`config.mk`:
```
export PLATFORM = sky130hd
export DESIGN_NAME = pid_mult_scheduler
export DESIGN_NICKNAME = d
export VERILOG_FILES = /design/src/rtl/pid_mult_scheduler.sv
export SDC_FILE = /design/constraint.sdc
export NUM_CORES = 1
export LEC_CHECK = 0
export ABC_AREA = 1
export ABC_CLOCK_PERIOD_IN_PS = 3100
export CORE_MARGIN = 2
export CORE_UTILIZATION = 35
export CTS_BUF_LIST = sky130_fd_sc_hd__clkbuf_4 sky130_fd_sc_hd__clkbuf_8 sky130_fd_sc_hd__clkbuf_16
export DETAILED_ROUTE_END_ITERATION = 7
export PLACE_DENSITY = 0.57
export REMOVE_ABC_BUFFERS = 1
export SYNTH_ARGS = -nofsm -noshare
export SYNTH_HDL_FRONTEND = slang
export SYNTH_SLANG_ARGS = --single-unit
```
`constraint.sdc`:
```
create_clock -name clk -period 3.1 [get_ports clk]
set_clock_uncertainty 0.2 [all_clocks]
set_input_delay 0.62 -clock clk [delete_from_list [all_inputs] [get_ports clk]]
set_output_delay 0.62 -clock clk [all_outputs]
set_load 0.01 [all_outputs]
```
`src/rtl/pid_mult_scheduler.sv`:
```
// Shares one serial shift-add multiplier between the P, I and D term generators.
// Grants round-robin, runs a fixed 6-step multiply and returns a saturated product with a done pulse.
module pid_mult_scheduler #(
  parameter int unsigned W    = 6,
  parameter int unsigned NREQ = 3
) (
  input  logic            clk,
  input  logic            rst_n,
  input  logic            ena,
  input  logic [NREQ-1:0] req,
  input  logic [W-1:0]    a0,
  input  logic [W-1:0]    b0,
  input  logic [W-1:0]    a1,
  input  logic [W-1:0]    b1,
  input  logic [W-1:0]    a2,
  input  logic [W-1:0]    b2,
  output logic [W-1:0]    result,
  output logic            sat,
  output logic [NREQ-1:0] done,
  output logic            busy
);

  localparam int unsigned PW = 2 * W;
  localparam int unsigned CW = $clog2(W);
  localparam int unsigned IW = $clog2(NREQ);
  localparam logic [CW-1:0] LAST_STEP = CW'(W - 1);
  localparam logic [IW-1:0] LAST_RST  = IW'(NREQ - 1);

  typedef enum logic [1:0] {IDLE, RUN, DONE} state_t;

  state_t         state;
  logic [W-1:0]   opa;
  logic [W-1:0]   opb;
  logic [PW-1:0]  acc;
  logic [CW-1:0]  cnt;
  logic [IW-1:0]  last;
  logic [IW-1:0]  gnt_idx;

  logic           gnt_any;
  logic [IW-1:0]  gnt_sel;
  logic [IW-1:0]  idx;
  logic [W-1:0]   a_sel;
  logic [W-1:0]   b_sel;
  logic [PW-1:0]  pp;
  logic [PW-1:0]  acc_next;
  logic           sat_next;

  // Round-robin pick: scanning from far to near lets the nearest index after last win.
  always_comb begin
    gnt_any = 1'b0;
    gnt_sel = '0;
    idx     = '0;
    for (int k = int'(NREQ); k >= 1; k--) begin
      idx = IW'((int'(last) + k) % int'(NREQ));
      if (req[idx]) begin
        gnt_any = 1'b1;
        gnt_sel = idx;
      end
    end
  end

  always_comb begin
    a_sel = a2;
    b_sel = b2;
    case (gnt_sel)
      IW'(0):  begin a_sel = a0; b_sel = b0; end
      IW'(1):  begin a_sel = a1; b_sel = b1; end
      default: begin a_sel = a2; b_sel = b2; end
    endcase
  end

  // One partial product per RUN step; saturation is judged on the full-width product.
  assign pp       = opb[cnt] ? (PW'(opa) << cnt) : '0;
  assign acc_next = acc + pp;
  assign sat_next = |acc_next[PW-1:W];

  always_ff @(posedge clk or negedge rst_n) begin
    if (!rst_n) begin
      state   <= IDLE;
      opa     <= '0;
      opb     <= '0;
      acc     <= '0;
      cnt     <= '0;
      last    <= LAST_RST;
      gnt_idx <= '0;
      result  <= '0;
      sat     <= 1'b0;
      done    <= '0;
      busy    <= 1'b0;
    end else if (ena) begin
      case (state)
        IDLE: begin
          if (gnt_any) begin
            opa     <= a_sel;
            opb     <= b_sel;
            gnt_idx <= gnt_sel;
            last    <= gnt_sel;
            acc     <= '0;
            cnt     <= '0;
            busy    <= 1'b1;
            state   <= RUN;
          end
        end
        RUN: begin
          acc <= acc_next;
          cnt <= cnt + CW'(1);
          if (cnt == LAST_STEP) begin
            result <= sat_next ? '1 : acc_next[W-1:0];
            sat    <= sat_next;
            done   <= NREQ'(1) << gnt_idx;
            state  <= DONE;
          end
        end
        DONE: begin
          done  <= '0;
          busy  <= 1'b0;
          state <= IDLE;
        end
        default: begin
          state <= IDLE;
        end
      endcase
    end
  end

endmodule

```
==> impl_summary.md, run 1 <==
Power
The net load switching power is 2.02 mW. Of the total power, registers draw 0.234. The power density relative to cell area is 994 nW/um^2. The power share of the clock group is 0.096.

The part of the total power dissipated in combinational logic is 0.670. The share of total power consumed by net switching is 0.490. The completed layout was analyzed and its total power is 4.12 mW.

The leakage power total is 2.15 nW. The cell internal power dissipation is 2.10 mW. The maximum ir drop on the vdd rail is 0.434 mV.

Floorplan
The floorplan die area is 9660 sq um. In this run the standard cell core region covers 8680 sq um. The horizontal die dimension is 98.3 um. For this configuration, the core starts out at a cell density of 0.359.

The height of the die is 98.3 um. After floorplanning, the core was divided into 34 placement rows. 53 I/O pins were placed.

Yosys
After synthesis the netlist holds a flip-flop and latch count of 43. Counting distinct cell types in the post-synthesis netlist gives 30. Dividing the synthesized area by the synthesized cell count gives 6.52 sq um. After synthesis, the share of flip-flops with an asynchronous set or reset is 1.00. The main flop type after synthesis is dfrtp_1. During synthesis, Yosys emitted a total of 0 warnings. The share of the Yosys chip area taken by registers is 0.346. The synthesized netlist cell count is 477. The synthesized design contains 0 enable-type register cells.

In this run the cell area of the synthesized design comes to 3110 sq um.

Route
The detail route stage leaves a number of antenna-violating nets equal to 0. The number of optimization iterations in the first detailed-route pass is 4. The met1 routed wirelength after detailed routing is 3.89 mm.

The topmost layer with routed signal wires is met4. The average wire length per cell after detail routing is 12.1 um. The post-detailed-route via-to-cell ratio is 4.77.

The number of violations reported at the end of detailed-routing iteration 0 is 100. The number of DRC violations after detailed routing is 0. The via total after detailed routing is 3133. The met2 routed wirelength is 3.64 mm. The routed design has 7.98 mm of wire. In the detailed route, the total length drawn on met3 is 330 um.

Setup path
Walking the worst path, the cells encountered are inv_2 > buf_4 > nand2_1 > nand2_1 > o21ai_0 > o21ai_0 > nand2_1 > inv_1 > ha_4 > nand2_1 > nor2_2 > nand3_1 > nand4_1 > nand3_2 > nor2_4 > nand2_2 > nand2_4 > nand2_1. The worst setup path is launched from a register. The depth of the worst register-to-register path is 18. The most critical setup path has its startpoint at cnt[0]$_DFFE_PN0P_. The capturing element type of the critical path is a register. On the worst path, the slowest cell contributes a delay of 450 ps. The slack of the worst reg-to-reg path is 160 ps. The launch point of the worst reg-to-reg path is cnt[0]$_DFFE_PN0P_. The worst-path maximum fanout is 8. The data required time at the worst endpoint is 3100 ps. The critical path is of the reg2reg type.

In this run the critical register-to-register path is captured at result[1]$_DFFE_PN0P_. The most frequent cell on the critical path is nand2_1. The largest individual stage delay along the critical path comes from the cell dfrtp_2. Data arrives at the worst endpoint at 2940 ps.

STA
The number of endpoints with negative hold slack in the final report is 0. Based on the critical path, the design can be clocked at up to 340 MHz. Setup violations remaining at the end of the flow were counted as 0. Once routing completed, OpenROAD measured the worst setup slack at 162 ps. Of the available clock period, the critical path in the final layout requires 0.948. The number of max-slew violations in the final report is 0. Setup repair after global routing could not meet its margin everywhere. The slew of the pin with the lowest slew margin is 544 ps. In this run the tightest slew margin relative to its limit is 0.636. The worst path needs 2940 ps of the cycle, external delays included.

Clocking
Clock tree synthesis selected as its root buffer the cell clkbuf_8. The H-tree generated during clock tree synthesis spans 2 levels. TritonCTS built the clock tree. Counting along the longest clock path gives a buffer depth of 2. The clock sink total is 43. Buffers inserted during clock tree synthesis total 5.

The number of buffers added to fix hold violations after cts is 0. The insertion delay of the later-clocked pin in the worst-skew pair is 310 ps. The clock-pin slew of the registers on the worst-case setup and hold paths is 90 ps.

Finish
The number of antenna cells inserted is 0. Leaving out fill and tap cells, the most frequent cell in the layout is nand2_1. The final layout contains 606 nets. In the layout the commonest cells are 169 x nand2_1, 53 x inv_1, 51 x clkdlybuf4s50_1.

The proportion of layout cells with a drive suffix above 1 is 0.140. Once layout is done, the placed cells without fillers occupy 4150 sq um. The synthesis-to-layout area growth is 33.3%.

Global route
The maximum number of pins on one net before global-route repair is 30. In the global route stage, overall resource usage came out at 0.166. The final global-route overflow total is 0. The number of antenna violations at the first check in global routing is 0. The first-pass GRT wire length is 13.2 mm. The number of global-route vias before repair is 2889.

Min path
The tightest min-delay check is of the in2async type.

Placed design
Routability-driven placement finished with a final weighted congestion of 0.923. The setup slack after placement is -109 ps. Summing all placed instances gives a cell area of 3840 sq um. The total half-perimeter wirelength after legalization and detailed placement is 6.31 mm. Input and output buffers added on the ports amount to 52.

Run
Max-cap violations in this run came to 0.

Outcome
The run finished with clean final reports.
-- metrics by stage --
step	std cells	TNS (ps)	util	hold WS (ps)
2_1_floorplan	468	0	-	124
3_3_place_gp	645	-559	0.443	265
3_5_place_dp	645	-707	0.443	269
4_1_cts	655	0	0.457	24.9
5_1_grt	657	-329	0.478	31.6
6_report	657	0	0.478	10.6
-- worst max-delay path, delay by kind of cell, from the launching register on --
family                   cells  cell delay [ps]
flip-flops                   1              450
AND/OR/NAND/NOR             12             1200
adder cells (fa/ha/maj)      1              290
AO/OA/AOI/OAI                2              410
buffers and inverters        3              290
-- registers in the layout, summed over array words and instances (netlist names) --
name,count
state,2
cnt,3
acc,12
gnt_idx,1
busy,1
done,3
last,2
opa,6
sat,1
opb,6
result,6
-- how the worst max path moves through the flow --
stage | to | slack (ps)
after global routing | sat$_DFFE_PN0P_ | -60
after detailed placement | sat$_DFFE_PN0P_ | -110
after floorplan | result[0]$_DFFE_PN0P_ | 150
final | result[1]$_DFFE_PN0P_ | 160
after global placement | result[5]$_DFFE_PN0P_ | -80
after CTS | result[1]$_DFFE_PN0P_ | 10
-- power by group through the flow --
stage	clock, mW	sequential (mW)	combinational (mW)
detailed placement	0	0.962	2.45
finish	0.396	0.966	2.76
global placement	0	0.960	2.43
CTS	0.408	0.953	2.50
floorplan	0	0.972	1.61
global route	0.425	0.995	3.11
-- cell type report --
cell class,instances,area (sq um)
clock buffer,7,90.1
clock inverter,1,8.76
fill,892,4530
inverter,61,229
multi-input combinational,364,1930
sequential,43,1080
tap,108,135
timing repair buffer,73,677
-- cell usage after synthesis (5+ instances only) --
cell     instances  area share
ha_1            15       0.060
o21ai_0         28       0.045
inv_1           54       0.065
dfrtp_1         42        0.34
inv_2            5      0.0060
nor3_1           5      0.0080
nand4_1          8       0.016
nand3_1         43       0.069
nor2_1          49       0.059
nand2_1        177        0.21
a21oi_1          9       0.014
-- cells by family (layout without fill, tap and decap cells) --
group / after synthesis / after routing / share of synthesized area
DFF: 43 / 43 / 0.346
muxes: 4 / 4 / 0.0129
buffers and inverters: 70 / 142 / 0.0885
and+or+nand+nor: 296 / 296 / 0.402
AOI/OAI and AO/OA: 44 / 44 / 0.0728
xor gates and xnor gates: 4 / 4 / 0.0113
adders and majority gates: 16 / 16 / 0.0667
-- metal layers --
metal | global-route usage | vias to the layer above
met5 | 0 | -
met4 | 0.0464 | 0
met3 | 0.0286 | 12
met2 | 0.273 | 73
met1 | 0.225 | 1399
li1 | - | 1649
-- what timing repair did --
action                                  4_1_cts  5_1_grt
endpoints found under the setup margin        7        8
gates resized for setup                       3       39
setup buffers                                 2        2
gates cloned                                  0        0
pin swaps                                     0        8
endpoints found under the hold margin         0        0
(Power assumes the default switching activity.)
==> inputs of run 2 (changes only) <==
--- a/config.mk
+++ b/config.mk
@@ -6,7 +6,7 @@
 export NUM_CORES = 1
 export LEC_CHECK = 0
 export ABC_AREA = 1
-export ABC_CLOCK_PERIOD_IN_PS = 3100
+export ABC_CLOCK_PERIOD_IN_PS = 2750
 export CORE_MARGIN = 2
 export CORE_UTILIZATION = 35
 export CTS_BUF_LIST = sky130_fd_sc_hd__clkbuf_4 sky130_fd_sc_hd__clkbuf_8 sky130_fd_sc_hd__clkbuf_16
==> constraint.sdc (replaced) <==
create_clock -name clk -period 2.75 [get_ports clk]
set_clock_uncertainty 0.2 [all_clocks]
set_input_delay 0.55 -clock clk [delete_from_list [all_inputs] [get_ports clk]]
set_output_delay 0.55 -clock clk [all_outputs]
set_load 0.01 [all_outputs]
==> run 2 against run 1 <==
Effect of this change:
- the run now ends with setup timing left
- setup slack worse by 380 ps
- sequential share of layout area is 2.7 points lower
- worst hold slack better by 270 ps
- count of clock-buffer cells in the layout down 1
- critical path depth shrank 1
- largest cell class unchanged
==> impl_summary.md, run 2 (synthesized netlist as in run 1, its figures left out) <==
Setup path
The startpoint type of the worst setup path was a register (unchanged). Cell breakdown of the critical path: buf_6 > nor2_1 > nor4_4 > nor2_4 > inv_2 > nand2_1 > inv_1 > ha_4 > nand2_2 > nor2_2 > nand3_2 > nand4_1 > nand3_2 > nor2_4 > nand2_2 > nand2_4 > nand2_1 (was inv_2 > buf_4 > nand2_1 > nand2_1 > o21ai_0 > o21ai_0 > nand2_1 > inv_1 > ha_4 > nand2_1 > nor2_2 > nand3_1 > nand4_1 > nand3_2 > nor2_4 > nand2_2 > nand2_4 > nand2_1). The slack of the worst reg-to-reg path is -220 ps (was 160 ps). The launch point of the worst reg-to-reg path is cnt[0]$_DFFE_PN0P_ (unchanged). The kind of cell adding the most delay to the critical path is simple AND/OR/NAND/NOR gates (unchanged).

The worst-path maximum fanout is 7 (was 8). The critical path's largest stage delay is 470 ps (was 450 ps). The capturing element type of the critical path is a register (unchanged).

The slowest cell on the critical path is dfrtp_2 (unchanged). The number of buffer and inverter instances along the worst setup path is 3 (unchanged). The path type of the worst setup path is reg2reg (unchanged). The endpoint arrival time on the critical path is 2970 ps (was 2940 ps). The data required time at the worst endpoint came to 2750 ps (was 3100 ps).

The source of the critical timing path is cnt[0]$_DFFE_PN0P_ (unchanged).

Power
The power share of the clock group is 0.099 (was 0.096). The cell internal power dissipation is 2.87 mW (was 2.10 mW). The maximum ir drop on the vdd rail came to 0.707 mV (was 0.434 mV). The part of the total power dissipated in combinational logic is 0.701 (was 0.670). The share of total power consumed by net switching is 0.471 (was 0.490). The leakage power total came to 2.36 nW (was 2.15 nW).

The power density relative to cell area came to 1170 nW/um^2 (was 994 nW/um^2). The register share of total power is 0.200 (was 0.234). The net load switching power was 2.56 mW (was 2.02 mW).

STA
The worst-case headroom to the max-slew limit is 0.728 (was 0.636). The number of endpoints with negative hold slack in the final report came to 0 (unchanged). The slew of the pin with the lowest slew margin came to 407 ps (was 544 ps). The minimum hold slack came to 285 ps (was 10.6 ps). Setup repair after global routing missed its margin: true (unchanged). The maximum clock frequency is 337 MHz (was 340 MHz). The number of failing setup endpoints in the final timing report came to 8 (was 0).

The number of max-slew violations in the final report is 0 (unchanged). The final worst-path setup slack is -219 ps (was 162 ps). The shortest period the worst path allows came to 2970 ps (was 2940 ps). The final worst-path cycle share is 1.08 (was 0.948).

Finish
Commonest cells after routing, fill and taps aside: 151 x nand2_1, 51 x clkdlybuf4s50_1, 48 x buf_4 (was 169 x nand2_1, 53 x inv_1, 51 x clkdlybuf4s50_1). The number of antenna cells inserted is 0 (unchanged). The most common library cell in the layout ignoring fill and taps is nand2_1 (unchanged).

The largest register by flop count is acc (unchanged). The number of nets at the end of the flow is 639 (was 606). The number of cells in the finished layout apart from fillers is 690 (was 657). The number of fill cells in the layout is 841 (was 892). The flip-flop count of the largest register after layout was 12 (unchanged). The proportion of layout cells with a drive suffix above 1 is 0.263 (was 0.140). The synthesis-to-layout area growth is 48.7% (was 33.3%). The utilization after layout is 0.533 (was 0.478).

Floorplan
The top-level I/O count is 53 (unchanged). The height of the die came to 98.3 um (unchanged). The number of placement rows came to 34 (unchanged). The horizontal die dimension was 98.3 um (unchanged).

The floorplan die area was 9660 sq um (unchanged). The standard cell core area was 8680 sq um (unchanged). The effective utilization at floorplan was 0.359 (unchanged).

Global route
The first-pass GRT wire length is 14.4 mm (was 13.2 mm). The combined global-route utilization of all metal layers is 0.178 (was 0.166). The number of antenna violations at the first check in global routing is 0 (unchanged).

The maximum number of pins on one net before global-route repair is 22 (was 30). The final global-route overflow total is 0 (unchanged). The number of global-route vias before repair is 3303 (was 2889).

Placed design
The setup slack after placement is -544 ps (was -109 ps). The weighted congestion reported at the end of routability-driven placement is 0.914 (was 0.923). The total half-perimeter wirelength after legalization and detailed placement is 6.50 mm (was 6.31 mm). The placed cell count is 674 (was 645).

The number of buffers added on ports is 52 (unchanged).

Min path
The startpoint identified for the worst hold timing path is busy$_DFFE_PN0P_. The class of the worst hold path is reg2reg (was in2async).

Clocking
The H-tree depth is 2 (unchanged). The root buffer cell is clkbuf_8 (unchanged). The CTS tree is built (unchanged). The clock-pin slew of the registers on the worst-case setup and hold paths is 90 ps (about the same). The number of buffers created by CTS came to 5 (unchanged).

The clock sink total came to 43 (unchanged). The largest buffer count on any clock path is 2 (unchanged). The insertion delay of the later-clocked pin in the worst-skew pair was 300 ps (was 310 ps).

Route
The topmost layer with routed signal wires is met4 (unchanged). The met1 routed wirelength after detailed routing is 3.80 mm (was 3.89 mm). The wire length on met3 is 378 um (was 330 um).

The number of violations reported at the end of detailed-routing iteration 0 is 96 (was 100). The via total after detailed routing is 3275 (was 3133). The average wire length per cell after detail routing came to 12.3 um (was 12.1 um).

The post-detailed-route via-to-cell ratio is 4.75 (was 4.77). The number of optimization iterations in the first detailed-route pass was 4 (unchanged). The routed wire length is 8.51 mm (was 7.98 mm). The met2 routed wirelength is 4.12 mm (was 3.64 mm). The number of nets still failing antenna checks after routing is 0 (unchanged). The number of DRC violations after detailed routing is 0 (unchanged).

Outcome
The checks that failed: setup timing. Status: finished with violations (was finished clean).

Run
The max-capacitance violation count came to 0 (unchanged).
-- run 2: cell types whose count changed in the layout (fill, tap and decap cells not counted), moves of 5 or more --
cell	previous run	this run
nand3_1	39	34
nand2_1	169	151
buf_4	20	48
o21ai_0	24	19
nand2_2	10	26
inv_2	6	12
inv_1	53	46
-- run 2: layer usage --
metal,vias to the layer above,track usage
met5,-,0
met4,0,0.0601
met3,21,0.0293
met2,78,0.315
met1,1464,0.219
li1,1712,-
-- run 2: final cells by class --
| type | count | area, sq um | share of cell area |
|---|---|---|---|
| Tap cell | 108 | 135 | 0.0292 |
| Clock buffer | 6 | 82.6 | 0.0179 |
| Sequential cell | 43 | 1080 | 0.233 |
| Multi-Input combinational cell | 364 | 2110 | 0.456 |
| Inverter | 61 | 231 | 0.0500 |
| Timing Repair Buffer | 106 | 951 | 0.206 |
| Clock inverter | 2 | 38.8 | 0.00839 |
-- run 2: path summary, 6_finish.rpt --
path / to / cells after the start
worst max-delay path: result[1]$_DFFE_PN0P_ / 17
worst min-delay path: busy$_DFFE_PN0P_ / 2
worst max register to register: result[1]$_DFFE_PN0P_ / 17
worst min register to register: busy$_DFFE_PN0P_ / 2
max in group asynchronous: cnt[0]$_DFFE_PN0P_ / 3
min in group asynchronous: acc[4]$_DFFE_PN0P_ / 2
-- run 2: tightest hold or removal path: cells and delay by family, from the launching register on --
kind	cells	cell delay, ps
flip-flops	1	350
AND/OR/NAND/NOR	2	110
-- run 2: stage by stage --
| stage | setup TNS [ps] | total power, mW | instance area (sq um) |
|---|---|---|---|
| after CTS | -1910 | 5.09 | 4420 |
| after floorplan | -1370 | 2.91 | 3070 |
| after global routing | -3850 | 5.93 | 4630 |
| after detailed placement | -4570 | 4.20 | 4060 |
| final | -1490 | 5.43 | 4630 |
| after global placement | -3930 | 4.17 | 4060 |
-- run 2: timing repair --
action                     in CTS  in global routing
buffers inserted                4                  3
hold endpoints to repair        9                  0
setup endpoints to repair      15                 17
hold buffers                    1                  0
gates resized for setup        46                 56
cloned                          0                  0
pin swaps                      19                 27
-- run 2: power groups by stage --
stage          Clock [mW]  Combinational [mW]  Sequential, mW
3_5_place_dp            0                3.13            1.07
5_1_grt             0.581                4.23            1.11
2_1_floorplan           0                1.82            1.10
3_3_place_gp            0                3.11            1.06
4_1_cts             0.553                3.47            1.07
6_report            0.535                3.81            1.09
==> RTL change (flow settings as in run 1) <==
Encoding of `state_t`: now one-hot (3 bits for 3 states).
--- a/src/rtl/pid_mult_scheduler.sv
+++ b/src/rtl/pid_mult_scheduler.sv
@@ -27,5 +27,5 @@
   localparam logic [IW-1:0] LAST_RST  = IW'(NREQ - 1);
 
-  typedef enum logic [1:0] {IDLE, RUN, DONE} state_t;
+  typedef enum logic [2:0] {IDLE = 3'b001, RUN = 3'b010, DONE = 3'b100} state_t;
 
   state_t         state;
Check against the original RTL: same outputs for any inputs over 4 cycles, from zero or initial values and one cycle with rst_n low; so few cycles prove little.
==> RTL change against run 1 <==
  * Sequential share of layout area is 0.68 points lower
  * First-iteration DRC count is 58% higher
  * Highest routed layer unchanged
  * Count of clock-buffer cells in the layout is 2 lower
  * Final area is 5.3% higher
  * Setup slack better by 0.015 ns
  * Area after synthesis is 4.9% higher
  * Sequential cell count is 1 higher
  * Total power is 12% higher
  * Wire length is 5.7% higher
==> RTL change: results (changes against run 1) <==
\begin{tabular}{lr}
\hline
Metric & Value \\
\hline
\multicolumn{2}{l}{\textbf{Run status}} \\
Outcome & finished clean \\
\multicolumn{2}{l}{\textbf{Detailed routing}} \\
Met2 Wirelength & 3950 um (+8.4\%) \\
Number of violations reported at the end of detailed-routing iteration 0 & 158 (+58\%) \\
Wire length the detailed router placed on met1 & 4030 um (+3.8\%) \\
Met3 routed wirelength & 335 um (+1.5\%) \\
Vias after detailed routing & 3261 (+4.1\%) \\
Routed wirelength normalized by instance count & 12.7 um (+4.7\%) \\
\multicolumn{2}{l}{\textbf{Global routing}} \\
Met2 Use GR & 28.9\% (+1.6 points) \\
GRT met3 Usage & 2.50\% (-0.37 points) \\
First-pass GRT wire length & 14000 um (+6.0\%) \\
Pin count of the biggest net entering global routing & 45 (+50\%) \\
Overall fraction of global-route tracks in use & 16.9\% (+0.37 points) \\
Met1 Track Usage GR & 22.4\% (-0.046 points) \\
Number of global-route vias before repair & 3144 (+8.8\%) \\
\multicolumn{2}{l}{\textbf{Setup path}} \\
Worst reg2reg setup slack & around 0.18 ns \\
Arrival time at the worst endpoint & 2.92 ns (-0.02 ns) \\
Worst Path Max Fanout & 7 (-1) \\
Logic depth of the worst register-to-register path & 17 (-1) \\
Largest delay contributor family on the critical path & simple AND/OR/NAND/NOR gates \\
Critical path endpoint & result[4]\$\_DFFE\_PN0P\_ \\
\multicolumn{2}{l}{\textbf{Synth}} \\
Post-synth cell types & 36 (+20\%) \\
Most numerous cell types in the synthesized netlist & nand2\_1, nand3\_1, inv\_1 \\
Seq/Total Area, Yosys & 33.8\% (-0.80 points) \\
Post-synthesis share of cell area spent on full adders, half adders and majority gates & 6.37\% (-0.31 points) \\
Xor and xnor area share after synthesis & 1.07\% (-0.052 points) \\
Complex-gate fraction of the synthesized area & 10.7\% (+3.4 points) \\
Mux share of post-synthesis cell area & 1.23\% (-0.060 points) \\
Leading cell types by total area after synthesis & dfrtp\_1, nand2\_1, nand3\_1 \\
\multicolumn{2}{l}{\textbf{Worst hold path}} \\
Worst min-delay path category & primary input to asynchronous set/reset pin \\
\multicolumn{2}{l}{\textbf{Place}} \\
Routability congestion estimate from global placement & 0.858 (-7.0\%) \\
Placed wire-length estimate & 6410 um (+1.5\%) \\
\multicolumn{2}{l}{\textbf{Power}} \\
Total power density per cell area & 1060 nW/um\^{}2 (+6.3\%) \\
Cell-internal power & 2.31 mW (+9.7\%) \\
Total combinational power & 3.31 mW (+20\%) \\
Max IR drop VDD & 0.459 mV (+5.6\%) \\
Power drawn by the sequential cells & 0.946 mW (-2\%) \\
Static power due to leakage & 2.14 nW (-0.15\%) \\
\multicolumn{2}{l}{\textbf{STA}} \\
Max-slew headroom at the worst pin & 61.9\% (-1.8 points) \\
\multicolumn{2}{l}{\textbf{Cells and area}} \\
Net count reported at finish & 610 (+0.66\%) \\
Share of final-layout standard cells stronger than drive strength 1 & 20.3\% (+6.3 points) \\
\hline
\end{tabular}
-- RTL change: changes by cell type after synthesis, moves of 4 or more --
cell     change
a21oi_1     +15
or2_0        +6
nor2_1      -19
inv_1        +4
nand3_1     +17
nand2_1     -29
-- RTL change: layout make-up --
cell class | instances | area (um^2)
fill | 914 | 4780
multi-input combinational | 359 | 2090
sequential | 44 | 1110
timing repair buffer | 75 | 697
inverter | 67 | 251
tap | 111 | 139
clock buffer | 5 | 68.8
clock inverter | 2 | 12.5
-- RTL change: timing repair --
action,4_1_cts,5_1_grt
pin swaps,1,17
buffers inserted,2,7
endpoints found under the setup margin,7,9
gates cloned,0,1
resized for setup,10,71
-- RTL change: how the worst min path moves through the flow --
stage	endpoint	slack [ns]	cells past startpoint
after global routing	result[2]$_DFFE_PN0P_	0.25	2
after global placement	opa[2]$_DFFE_PN0P_	0.27	2
after floorplan	acc[0]$_DFFE_PN0P_	0.12	0
after CTS	state[1]$_DFFE_PN0P_	0.22	2
final	sat$_DFFE_PN0P_	0.19	2
after detailed placement	acc[0]$_DFFE_PN0P_	0.27	2
-- RTL change: stage by stage --
| stage | std cells | area, um^2 | setup WS, ns |
|---|---|---|---|
| 2_1_floorplan | 470 | 3180 | 0.0424 |
| 3_3_place_gp | 646 | 3930 | -0.137 |
| 3_5_place_dp | 646 | 3930 | -0.245 |
| 4_1_cts | 655 | 4070 | 0.00840 |
| 5_1_grt | 663 | 4370 | -0.0199 |
| 6_report | 663 | 4370 | 0.176 |
-- RTL change: kinds of logic after synthesis --
logic type                 after synthesis
and+or+nand+nor                        270
buffers and inverters                   81
AOI/OAI and AO/OA                       65
DFF                                     44
adders and majority gates               16
xor gates and xnor gates                 4
muxes                                    4
